<file path="config.mk">
export PLATFORM = sky130hd
export DESIGN_NAME = coeff_seq_ctrl
export DESIGN_NICKNAME = d
export VERILOG_FILES = /design/src/rtl/fir_flex_pkg.sv /design/src/rtl/tap_addr_cnt.sv /design/src/rtl/coeff_seq_ctrl.sv
export SDC_FILE = /design/constraint.sdc
export NUM_CORES = 1
export LEC_CHECK = 0
export BUFFER_PORTS_ARGS = -buffer_cell sky130_fd_sc_hd__buf_4
export CAP_MARGIN = 25
export CELL_PAD_IN_SITES_DETAIL_PLACEMENT = 1
export CELL_PAD_IN_SITES_GLOBAL_PLACEMENT = 1
export CORE_MARGIN = 10
export CORE_UTILIZATION = 31
export DETAILED_ROUTE_END_ITERATION = 16
export PLACE_DENSITY = 0.79
export SLEW_MARGIN = 20
export SYNTH_ARGS = -nofsm -noshare
export SYNTH_HDL_FRONTEND = slang
export SYNTH_HIERARCHICAL = 1
export SYNTH_SLANG_ARGS = --single-unit
</file>
<file path="constraint.sdc">
create_clock -name iClk -period 1.33 [get_ports iClk]
set_input_delay 0.133 -clock iClk [delete_from_list [all_inputs] [get_ports iClk]]
set_output_delay 0.133 -clock iClk [all_outputs]
set_load 0.005 [all_outputs]
</file>
<file path="src/rtl/fir_flex_pkg.sv">
// Shared FIR coefficient-path definitions: sequencer state encodings (also decoded
// by the SRAM access mux) and default geometry.
package fir_flex_pkg;

    localparam int TAP_NUM = 16;
    localparam int ADDR_W  = 4;

    typedef enum logic [1:0] {
        p_Idle   = 2'b00,
        p_Update = 2'b01,
        p_MemRd  = 2'b10,
        p_Drain  = 2'b11
    } fsmState_t;

endpackage

</file>
<file path="src/rtl/tap_addr_cnt.sv">
// Tap address counter: clearable, enabled, saturating at TAP_NUM-1 with a terminal flag.
module tap_addr_cnt #(
    parameter int TAP_NUM = 16,
    parameter int ADDR_W  = 4
) (
    input  logic              iClk,
    input  logic              iRst,
    input  logic              iClr,
    input  logic              iEn,
    output logic [ADDR_W-1:0] oCnt,
    output logic              oTerm
);

    logic [ADDR_W-1:0] cnt;

    assign oTerm = (cnt == ADDR_W'(TAP_NUM - 1));
    assign oCnt  = cnt;

    always_ff @(posedge iClk) begin
        if (iRst)
            cnt <= '0;
        else if (iClr)
            cnt <= '0;
        else if (iEn && !oTerm)
            cnt <= cnt + 1'b1;
    end

endmodule

</file>
<file path="src/rtl/coeff_seq_ctrl.sv">
// Coefficient SRAM sequencer: one 16-tap read sweep per accepted sample, with
// host ownership (Update) granted between sweeps and a 1-deep pending request.
module coeff_seq_ctrl
    import fir_flex_pkg::*;
#(
    parameter int TAP_NUM = fir_flex_pkg::TAP_NUM,
    parameter int ADDR_W  = fir_flex_pkg::ADDR_W
) (
    input  logic              iClk,
    input  logic              iRst,
    input  logic              iUpdateFlag,
    input  logic              iEnSample,
    output logic [1:0]        oCurState,
    output logic              oCsn_Fsm,
    output logic              oWrn_Fsm,
    output logic [ADDR_W-1:0] oAddr_Fsm,
    output logic              oRdValid,
    output logic [ADDR_W-1:0] oRdIdx,
    output logic              oSweepDone,
    output logic              oOverrun,
    output logic              oBusy
);

    fsmState_t         curState, nextState;
    logic              pending, pendingNext;
    logic              toMemRd;
    logic [ADDR_W-1:0] cnt;
    logic              cntTerm;

    tap_addr_cnt #(.TAP_NUM(TAP_NUM), .ADDR_W(ADDR_W)) uCnt (
        .iClk  (iClk),
        .iRst  (iRst),
        .iClr  (toMemRd),
        .iEn   (curState == p_MemRd),
        .oCnt  (cnt),
        .oTerm (cntTerm)
    );

    always_ff @(posedge iClk) begin
        if (iRst) begin
            curState   <= p_Idle;
            pending    <= 1'b0;
            oRdValid   <= 1'b0;
            oRdIdx     <= '0;
            oSweepDone <= 1'b0;
            oOverrun   <= 1'b0;
        end else begin
            curState   <= nextState;
            pending    <= pendingNext;
            oRdValid   <= (curState == p_MemRd);
            oRdIdx     <= cnt;
            oSweepDone <= (curState == p_MemRd) && cntTerm;
            oOverrun   <= iEnSample && pending && !toMemRd;
        end
    end

    always_comb begin
        nextState = curState;
        case (curState)
            p_Idle: begin
                if (iUpdateFlag)
                    nextState = p_Update;
                else if (iEnSample || pending)
                    nextState = p_MemRd;
            end
            p_Update: begin
                if (!iUpdateFlag)
                    nextState = p_Idle;
            end
            // a sweep always runs to completion; update requests wait for Drain
            p_MemRd: begin
                if (cntTerm)
                    nextState = p_Drain;
            end
            p_Drain: begin
                if (iUpdateFlag)
                    nextState = p_Update;
                else if (pending)
                    nextState = p_MemRd;
                else
                    nextState = p_Idle;
            end
            default: nextState = p_Idle;
        endcase

        toMemRd = (nextState == p_MemRd) && (curState != p_MemRd);

        // Entering MemRd consumes the latched request if there is one, so a
        // same-cycle sample stays latched; otherwise the new sample is consumed.
        if (toMemRd)
            pendingNext = iEnSample && pending;
        else
            pendingNext = pending || iEnSample;
    end

    assign oCurState = curState;
    assign oCsn_Fsm  = (curState != p_MemRd);
    assign oWrn_Fsm  = 1'b1;
    assign oAddr_Fsm = (curState == p_MemRd) ? cnt : '0;
    assign oBusy     = (curState != p_Idle);

endmodule

</file>
---- Word level (Yosys, flattened, before mapping) ----
Cells that the tools add are included.
storage, ports and cells
  register bits ........................... 14
  bits in latches ......................... 0
  bits in writable memories ............... 0
  memory bits (read-only) ................. 0
  bits of input ports ..................... 4
  output and inout bits ................... 16
  logic and storage cells ................. 34
  memories ................................ 0
operators by class
  add/subtract/negate cells ............... 1
  $mul .................................... 0
  divide/modulo/power cells ............... 0
  magnitude comparators ................... 0
  eq/ne operators ......................... 6
  shift operators ......................... 0
  mux-type cells .......................... 9
  bitwise operators ....................... 0
  reduce and logical (&&, ||, !) cells .... 11
operators by type and width
  operator               number
  $mux W2                6
  $pmux W2 S4            1
  $eq A2 B2 Y1 const B   3
  $logic_and A1 B1 Y1    5
  $add A4 B1 Y4 const B  1
  $eq A4 B4 Y1 const B   1
  $mux W4                1
  $eq A2 B1 Y1 const B   1
  $logic_not A1 Y1       2
  $logic_not A2 Y1       1
  $ne A2 B2 Y1 const B   1
  $reduce_bool A2 Y1     1
  $reduce_or A2 Y1       1
  $logic_or A1 B1 Y1     1
  $mux W1                1

---- Longest topological paths before layout ----
Gate-level depths: netlist of run 1.
  depth in word-level cells ............... 8
  depth in mapped cells ................... 6
  depth with buffers taken out ............ 6

---- By module ----
The synthesis of run 1 kept the hierarchy.
by module, submodules not included
  module          times used  cells an instance  area an instance (sq um)  sequential area each (sq um)
  coeff_seq_ctrl  1           45                 402.9                     200.2
  tap_addr_cnt    1           22                 211.5                     80.1

---- Worst setup path before layout of run 1 ----
OpenSTA, ideal clock, no wires.
  kind .................................... reg2reg
  start ................................... reg curState[0] (netlist: oCurState[0])
  end ..................................... reg uCnt.cnt[3] (netlist: uCnt/oCnt[3])
  setup time .............................. 0.125 ns
  arrival ................................. 1.182 ns
  setup slack ............................. 0.023 ns
  cell stages (with the launch flop) ...... 7
  path through ............................ dfxtp_1 or2_4 o21ai_1 nor2b_1 nor2_1 o211ai_2 o41ai_2
between the ends
  cells in the longest elaborated chain, start to end .. 6
  elaborated cells on any way between the ends .. 14
  those cells by class .................... eq/ne (5); mux (5); reduce/logical (4)
RTL lines
  what                          RTL line              RTL
  from (decl)                   coeff_seq_ctrl.sv:24  fsmState_t curState, nextState;
  from (signal assigned)        coeff_seq_ctrl.sv:41  curState <= p_Idle;
  from (signal assigned)        coeff_seq_ctrl.sv:48  curState <= nextState;
  $mux W2                       coeff_seq_ctrl.sv:63  else if (iEnSample || pending)
  $mux W2                       coeff_seq_ctrl.sv:61  if (iUpdateFlag)
  $pmux W2 S4                   coeff_seq_ctrl.sv:59  case (curState)
  $eq A2 B2 Y1                  coeff_seq_ctrl.sv:86  toMemRd = (nextState == p_MemRd) && (curState != p_MemRd);
  $logic_and A1 B1 Y1 *         coeff_seq_ctrl.sv:86
  net toMemRd                   coeff_seq_ctrl.sv:26  logic toMemRd;
  $reduce_or A2 Y1 (no line) *  n/a
  to (signal assigned)          tap_addr_cnt.sv:25    cnt <= cnt + 1'b1;
  to (decl)                     tap_addr_cnt.sv:14    logic [ADDR_W-1:0] cnt;
The timed path passes the listed nets; every way through them passes the cells marked *.
A chain may end at the register's enable or synchronous reset.

---- Worst setup path in the final report of run 1 ----
  start ................................... reg curState[0] (netlist: oCurState[0])
  end ..................................... out oBusy
between the ends
  cells in the longest elaborated chain, start to end .. 1
RTL lines
  what                RTL line               RTL
  $reduce_bool A2 Y1  coeff_seq_ctrl.sv:100  assign oBusy = (curState != p_Idle);
  to (decl)           coeff_seq_ctrl.sv:21   output logic oBusy
No other way between the ends.

==> impl_metrics.json, run 1 <==
{
  "status": "complete, no violations",
  "nFillCells": 244,
  "rows": 16,
  "setup_viol_count_final": 0,
  "crit_path_end_kind": "output pin",
  "die_x_um": 64.5,
  "wl_per_cell_um": 14.1,
  "synth_cell_types": 29,
  "critPathKind": "reg2out",
  "num-nets-final": 100,
  "skew_ns": 0.000615,
  "ir_drop_mv": 0.465,
  "clk_pin_slew_worst_paths_ns": 0.08,
  "layout_commonest_cell": "buf_4",
  "clock_latency_ns": 0.27,
  "crit_chain": "or2_4, buf_4, buf_4",
  "multiInputGateArea_um2": 329,
  "wl_mm": 1.71,
  "n_antenna_cell": 0,
  "die_area_um2": 4160,
  "mostFrequentLayoutCells": "24 x buf_4, 12 x dfxtp_1, 6 x nand2_1",
  "grt_pass1_wl_mm": 2.75,
  "drv_cap": 0,
  "cts_tree": "built",
  "finalHoldViolCount": 0,
  "setup_tns_ns": 0,
  "drtIter0Drc": 12,
  "reg2reg_depth": 5,
  "cp_slowest_cell": "dfxtp_4",
  "grt-ovfl-total": 0,
  "clock_path_buffers": 2,
  "ys_seq_area_share_pct": 45.6,
  "worstPathArrival_ns": 1.17,
  "drt-vias-per-instance": 4.62,
  "min_period_ns": 1.30,
  "critPathMaxFanout": 5,
  "hold_depth": 2,
  "dp_slack_ns": -0.0123,
  "drive_gt1_share_pct": 47.9,
  "worst_slack_ns": 0.0313,
  "power_mw": 0.885,
  "drtPass1Iterations": 4,
  "start_util_pct": 32.0,
  "fmax_ghz": 0.770,
  "crit_path_start_kind": "flip-flop",
  "cts_root_buf": "clkbuf_4",
  "drc_errors": 0,
  "crit_path_frequent_cell": "buf_4",
  "numClockSinks": 14,
  "hpwlAfterDp_mm": 1.14,
  "area_growth_pct": 44.8,
  "syn_nets": 72,
  "antenna_found_initial": 0,
  "cts-buffers-inserted": 3,
  "htreeDepth": 1,
  "p_leak_nw": 0.392,
  "grt_use_total_pct": 8.09,
  "worstPathRequired_ns": 1.20,
  "fin_crit_sh_pct": 97.6,
  "grt_max_degree": 12,
  "fin_util_pct": 46.3,
  "rsz0062_at_grt": "true",
  "holdCritPathClass": "in2reg",
  "avgSynthCellArea_um2": 9.17,
  "num_vias": 559,
  "postRouteAntennaNets": 0,
  "seq_area_um2": 288,
  "numPortBuffers": 18,
  "slowest_delay_ns": 0.37,
  "synth.cell_area_um2": 614,
  "powerDensity_nw_per_um2": 995,
  "synth_seq_cells": 14,
  "ys_warn_count": 6,
  "io_pins": 20,
  "cts_hold_buf": 0,
  "die_h_um": 64.5,
  "synth_cells": 67,
  "drv_slew": 0,
  "grt_pass1_vias": 591,
  "place.gp.congestion": 0.697,
  "core_um2": 1920
}
-- metal layers --
layer,GRT usage [%],wire length (µm),vias up
met4,4.01,0,0
met3,2.75,68,0
li1,-,-,283
met2,13.9,868,12
met1,8.62,769,264
met5,0,0,-
-- final timing paths --
path / from / end / slack (ns)
worst max-delay path: oCurState[0] / oBusy / 0.03
worst min-delay path: iRst / oCurState[1] / 0.12
worst max register to register: pending / uCnt/oCnt[3] / 0.05
worst min register to register: uCnt/oCnt[1] / uCnt/oCnt[1] / 0.53
-- state kept, by name, summed over array words and instances (netlist names) --
name and count:
oRdValid 1, pending 1, uCnt/oCnt 4, oOverrun 1, oSweepDone 1, oCurState 2, oRdIdx 4
-- kinds of logic (layout without fill, tap and decap cells) --
| kind of cell | count (synthesis) | after routing | synth area share [%] |
|---|---|---|---|
| buffers and inverters | 6 | 33 | 4.28 |
| AND/OR/NAND/NOR | 34 | 34 | 34.0 |
| other | 1 | 1 | 0.610 |
| adder cells (fa/ha/maj) | 1 | 1 | 2.04 |
| flip-flops | 14 | 14 | 45.6 |
| AO/OA/AOI/OAI | 11 | 11 | 13.4 |
-- cells in the mapped netlist (all sizes together) --
master	n	area share [%]
nand2b	1	1.0
inv	4	2.4
or2	1	1.4
o211ai	2	3.3
nand2	6	3.7
nand4b	2	2.9
ha	1	2.0
nor2	4	2.9
buf	1	1.2
clkbuf	1	0.61
or3	1	1.0
nor2b	6	6.1
conb	1	0.61
nor3b	1	2.0
o41ai	1	2.6
nand4	1	1.0
nor3	2	1.6
a21oi	4	3.3
nand3	3	3.3
nor4	1	2.0
and2	5	5.1
o21ai	3	3.1
dfxtp	14	46
a21boi	1	1.2
-- timing repair --
item,4_1_cts,5_1_grt
buffers inserted,2,1
pin swaps,0,2
resized for setup,5,5
endpoints found under the hold margin,0,0
gates cloned,1,0
setup endpoints to repair,7,9
-- final cells by class --
cell class / instances / area share (%)
Multi-Input combinational cell: 47 / 37.0
Tap cell: 27 / 3.80
Timing Repair Buffer: 24 / 20.3
Timing Repair inverter: 1 / 0.563
Inverter: 4 / 1.97
Clock buffer: 4 / 4.08
Sequential cell: 14 / 32.3
-- where the power goes --
group | switching (mW) | internal (mW)
clock network | 0.134 | 0.166
logic | 0.0652 | 0.0729
registers | 0.0158 | 0.431
total | 0.215 | 0.670
-- stage by stage --
step,cell area (µm²),hold slack (ns),instances
4_1_cts,866,0.117,120
3_5_place_dp,795,0.413,113
6_report,890,0.116,121
3_3_place_gp,795,0.410,113
5_1_grt,890,0.117,121
2_1_floorplan,614,0.231,67
-- critical path: cells and delay by family, from the launching register on --
| kind | cells | cell delay, ns |
|---|---|---|
| buf+inv | 2 | 0.27 |
| simple gates | 1 | 0.26 |
| flops | 1 | 0.37 |
(Power assumes the default switching activity.)
==> run 2: changes to the inputs <==
- CAP_MARGIN: 25 -> 0
- CORE_UTILIZATION: 31 -> 37
- PLACE_DENSITY: 0.79 -> 0.87
- clock period: 1.33 -> 1.6 ns (I/O delays scaled with it)
==> run 2 against run 1 <==
Wire length decreased by 10%. Via count decreased by 5.9%. Flip-flop and latch count unchanged. Worst hold slack improved by 0.016 ns. Global-route usage increased by 0.59 points. Die area decreased by 11%. Clock power decreased by 34%. Clock skew increased by 0.0071 ns. Critical path type unchanged. Largest cell class unchanged. Largest power group unchanged. Highest routed layer is now met4.
==> impl_metrics.json, run 2 (synthesis gave the netlist of run 1 again) <==
{
  "p_leak_nw": 0.345,
  "cp-startpoint": "oCurState[0]",
  "layout_commonest_cell": "buf_4",
  "die_x_um": 60.7,
  "drt-vias-per-instance": 5.16,
  "cts_root_buf": "clkbuf_4",
  "crit_path_end_kind": "output pin",
  "grt_max_degree": 12,
  "wl_mm": 1.53,
  "num_vias": 526,
  "crit_path_start_kind": "flip-flop",
  "critPathKind": "reg2out",
  "htreeDepth": 1,
  "cts-buffers-inserted": 3,
  "holdCritPathClass": "in2reg",
  "min_from": "iRst",
  "drv_cap": 0,
  "met2_length_um": 715,
  "grt_pass1_vias": 503,
  "post_cts_resized": 0,
  "num-nets-final": 93,
  "powerDensity_nw_per_um2": 836,
  "antenna_found_initial": 0,
  "mostFrequentLayoutCells": "18 x buf_4, 14 x dfxtp_1, 6 x nor2b_1, 6 x nand2_1, 5 x and2_1",
  "grt-ovfl-total": 0,
  "highest-signal-layer": "met4",
  "area_growth_pct": 27.5,
  "rsz0062_at_grt": "false",
  "rows": 14,
  "place.gp.congestion": 0.793,
  "min_period_ns": 1.47,
  "fmax_ghz": 0.678,
  "worstPathRequired_ns": 1.44,
  "numClockSinks": 14,
  "drv_slew": 0,
  "finalHoldViolCount": 0,
  "drc_errors": 0,
  "clock_path_buffers": 2,
  "fin_crit_sh_pct": 92.2,
  "postRouteAntennaNets": 0,
  "setup_viol_count_final": 0,
  "cts_tree": "built",
  "clock_latency_ns": 0.28,
  "hpwlAfterDp_mm": 1.20,
  "met3_length_um": 97,
  "grt_pass1_wl_mm": 2.41,
  "grt_use_total_pct": 8.67,
  "die_h_um": 60.7,
  "post_cts_buffers": 0,
  "die_area_um2": 3690,
  "cts_hold_buf": 0,
  "status": "complete, no violations",
  "setup_tns_ns": 0,
  "n_antenna_cell": 0,
  "drt-met1-wl_um": 673,
  "drtIter0Drc": 11,
  "ir_drop_mv": 0.339,
  "worstPathArrival_ns": 1.31,
  "start_util_pct": 39.9,
  "clk_pin_slew_worst_paths_ns": 0.09,
  "skew_ns": 0.00770,
  "reg2reg_slack_ns": 0.17,
  "drtPass1Iterations": 4,
  "core_um2": 1540,
  "critPathMaxFanout": 11,
  "io_pins": 20,
  "drive_gt1_share_pct": 37.2,
  "wl_per_cell_um": 15.0,
  "numPortBuffers": 18,
  "timing.rr.start": "oCurState[1]",
  "power_mw": 0.655
}
==> run 2: changes by cell type in the layout (fill, tap and decap cells not counted), sizes merged <==
cell / change
buf: -6
clkbuf: -1
clkinvlp: -1
==> run 2: report_power, final <==
| part | leakage [nW] | switching [mW] | internal [mW] |
|---|---|---|---|
| clock network | 0.0138 | 0.112 | 0.0872 |
| logic | 0.218 | 0.0448 | 0.0406 |
| registers | 0.114 | 0.0118 | 0.359 |
==> run 2: final timing paths <==
path,endpoint,depth (start not counted)
worst max-delay path,oAddr_Fsm[0],4
worst min-delay path,oCurState[1],2
worst max register to register,uCnt/oCnt[3],6
worst min register to register,oOverrun,2
==> run 2: cell type report <==
| class | count | area [µm²] |
|---|---|---|
| inverters | 4 | 15.0 |
| repair buffers | 18 | 135 |
| multi-input cells | 47 | 310 |
| fillers | 198 | 758 |
| clock buffers | 3 | 22.5 |
| well taps | 16 | 20.0 |
| flip-flops and latches | 14 | 280 |
==> run 2: per-layer routing <==
| layer | up-vias | GRT usage, % |
|---|---|---|
| met4 | 0 | 6.58 |
| met3 | 4 | 2.92 |
| met2 | 16 | 12.8 |
| li1 | 264 | - |
| met1 | 242 | 10.1 |
| met5 | - | 0 |
==> run 2: per-stage QoR <==
stage / instances / hold slack [ns] / area [µm²] / utilization, % / setup slack, ns
floorplan: 67 / 0.258 / 614 / - / 0.293
global placement: 99 / 0.428 / 758 / 49.2 / 0.253
detailed placement: 99 / 0.429 / 758 / 49.2 / 0.196
CTS: 102 / 0.128 / 781 / 50.6 / 0.0396
global route: 102 / 0.124 / 783 / 50.8 / 0.0176
finish: 102 / 0.132 / 783 / 50.8 / 0.125
==> run 2: critical path, stage by stage (launching register included) <==
cell and delay [ns]:
dfxtp_1 0.42, nand2b_2 0.21, inv_2 0.10, and2_1 0.17, buf_4 0.13
==> run 3: changes to the inputs <==
- CORE_UTILIZATION: 37 -> 34
- PLACE_DENSITY: 0.87 -> 0.82
- clock period: 1.6 -> 1.4 ns (I/O delays scaled with it)
==> run 3 against run 2 <==
Clock power is 44% higher. Count of clock-buffer cells in the layout is 1 higher. Utilization is 1.5 points lower. Via count is 5.9% higher. Design area is 8.6% higher. Critical path type unchanged. Critical endpoint is now oAddr_Fsm[2].
==> impl_metrics.json, run 3 (synthesis gave the netlist of run 1 again) <==
{
  "clk_pin_slew_worst_paths_ns": 0.08,
  "clock_latency_ns": 0.27,
  "crit_chain": "nand2b_4, clkinv_4, and2_1, buf_4",
  "holdCritPathClass": "in2reg",
  "critPathKind": "reg2out",
  "hold_slack_ns": 0.130,
  "die_x_um": 62.5,
  "final_area_um2": 851,
  "status": "complete, no violations",
  "grt_use_total_pct": 8.66,
  "drc_errors": 0,
  "ir_drop_mv": 0.494,
  "grt-ovfl-total": 0,
  "num_vias": 557,
  "skew_ns": 0.00182,
  "die_area_um2": 3910,
  "cts_tree": "built",
  "fin_crit_sh_pct": 94.7,
  "post_cts_buffers": 0,
  "crit_family": "flip-flops",
  "setup_viol_count_final": 0,
  "drv_cap": 0,
  "grt_max_degree": 12,
  "start_util_pct": 35.6,
  "power_mw": 0.829,
  "cp_slowest_cell": "dfxtp_2",
  "area_growth_pct": 38.5,
  "powerDensity_nw_per_um2": 974,
  "mostFrequentLayoutCells": "20 x buf_4, 12 x dfxtp_1, 6 x nand2_1",
  "layout_commonest_cell": "buf_4",
  "antenna_found_initial": 0,
  "cts-buffers-inserted": 3,
  "p_leak_nw": 0.371,
  "numClockSinks": 14,
  "post_dp_cell_area_um2": 785,
  "grt_pass1_wl_mm": 2.77,
  "fin_util_pct": 49.3,
  "drtPass1Iterations": 4,
  "setup_tns_ns": 0,
  "worstPathRequired_ns": 1.26,
  "drtIter0Drc": 8,
  "crit_path_start_kind": "flip-flop",
  "fmax_ghz": 0.754,
  "drv_slew": 0,
  "postRouteAntennaNets": 0,
  "core_um2": 1730,
  "wl_per_cell_um": 14.4,
  "crit_path_end_kind": "output pin",
  "finalHoldViolCount": 0,
  "clock_path_buffers": 2,
  "worstPathArrival_ns": 1.19,
  "io_pins": 20,
  "n_antenna_cell": 0,
  "critPathMaxFanout": 11,
  "critPathBufInv": 2,
  "drive_gt1_share_pct": 43.8,
  "wl_mm": 1.64,
  "num-nets-final": 95,
  "cts_root_buf": "clkbuf_4",
  "rows": 15,
  "die_h_um": 62.5,
  "min_period_ns": 1.33,
  "grt_pass1_vias": 576,
  "hpwlAfterDp_mm": 1.26,
  "htreeDepth": 1,
  "numPortBuffers": 18,
  "rsz0062_at_grt": "false",
  "cts_hold_buf": 0,
  "place.gp.congestion": 0.766,
  "slowest_delay_ns": 0.35,
  "drt-vias-per-instance": 4.89
}
## run 3: worst paths after layout
path,from,end,slack [ns],cells past startpoint
worst max-delay path,oCurState[0],oAddr_Fsm[2],0.07,4
worst max register to register,oCurState[0],uCnt/oCnt[0],0.09,6
worst min register to register,pending,oOverrun,0.51,2
worst min-delay path,iRst,oCurState[0],0.13,2
## run 3: power breakdown
part	internal [mW]	switching, mW	total, mW
sequential	0.411	0.0114	0.423
clock	0.158	0.129	0.287
combinational	0.0580	0.0614	0.119
## run 3: metal layers
layer | part of all wire (%) | vias up | GRT usage, %
met1 | 47 | 270 | 9.89
met4 | 1.6 | 0 | 5.03
met5 | 0 | - | 0
li1 | - | 271 | -
met2 | 48 | 14 | 13.7
met3 | 3.2 | 2 | 2.87
## run 3: through the flow
| step | worst slack [ns] | cells |
|---|---|---|
| after CTS | 0.00978 | 114 |
| final | 0.0738 | 114 |
| after global routing | 0.00580 | 114 |
| after detailed placement | 0.0268 | 110 |
| after floorplan | 0.0929 | 67 |
| after global placement | 0.101 | 110 |
## run 3: final cells by class
class,count,area [µm²]
fillers,217,876
multi-input cells,47,330
flip-flops and latches,14,283
repair buffers,20,150
clock buffers,4,36.3
well taps,25,31.3
inverters,4,20.0
## run 3: what timing repair did
action	CTS	global route
pin swaps	0	0
gates resized for setup	3	7
endpoints found under the setup margin	6	7
endpoints found under the hold margin	0	0
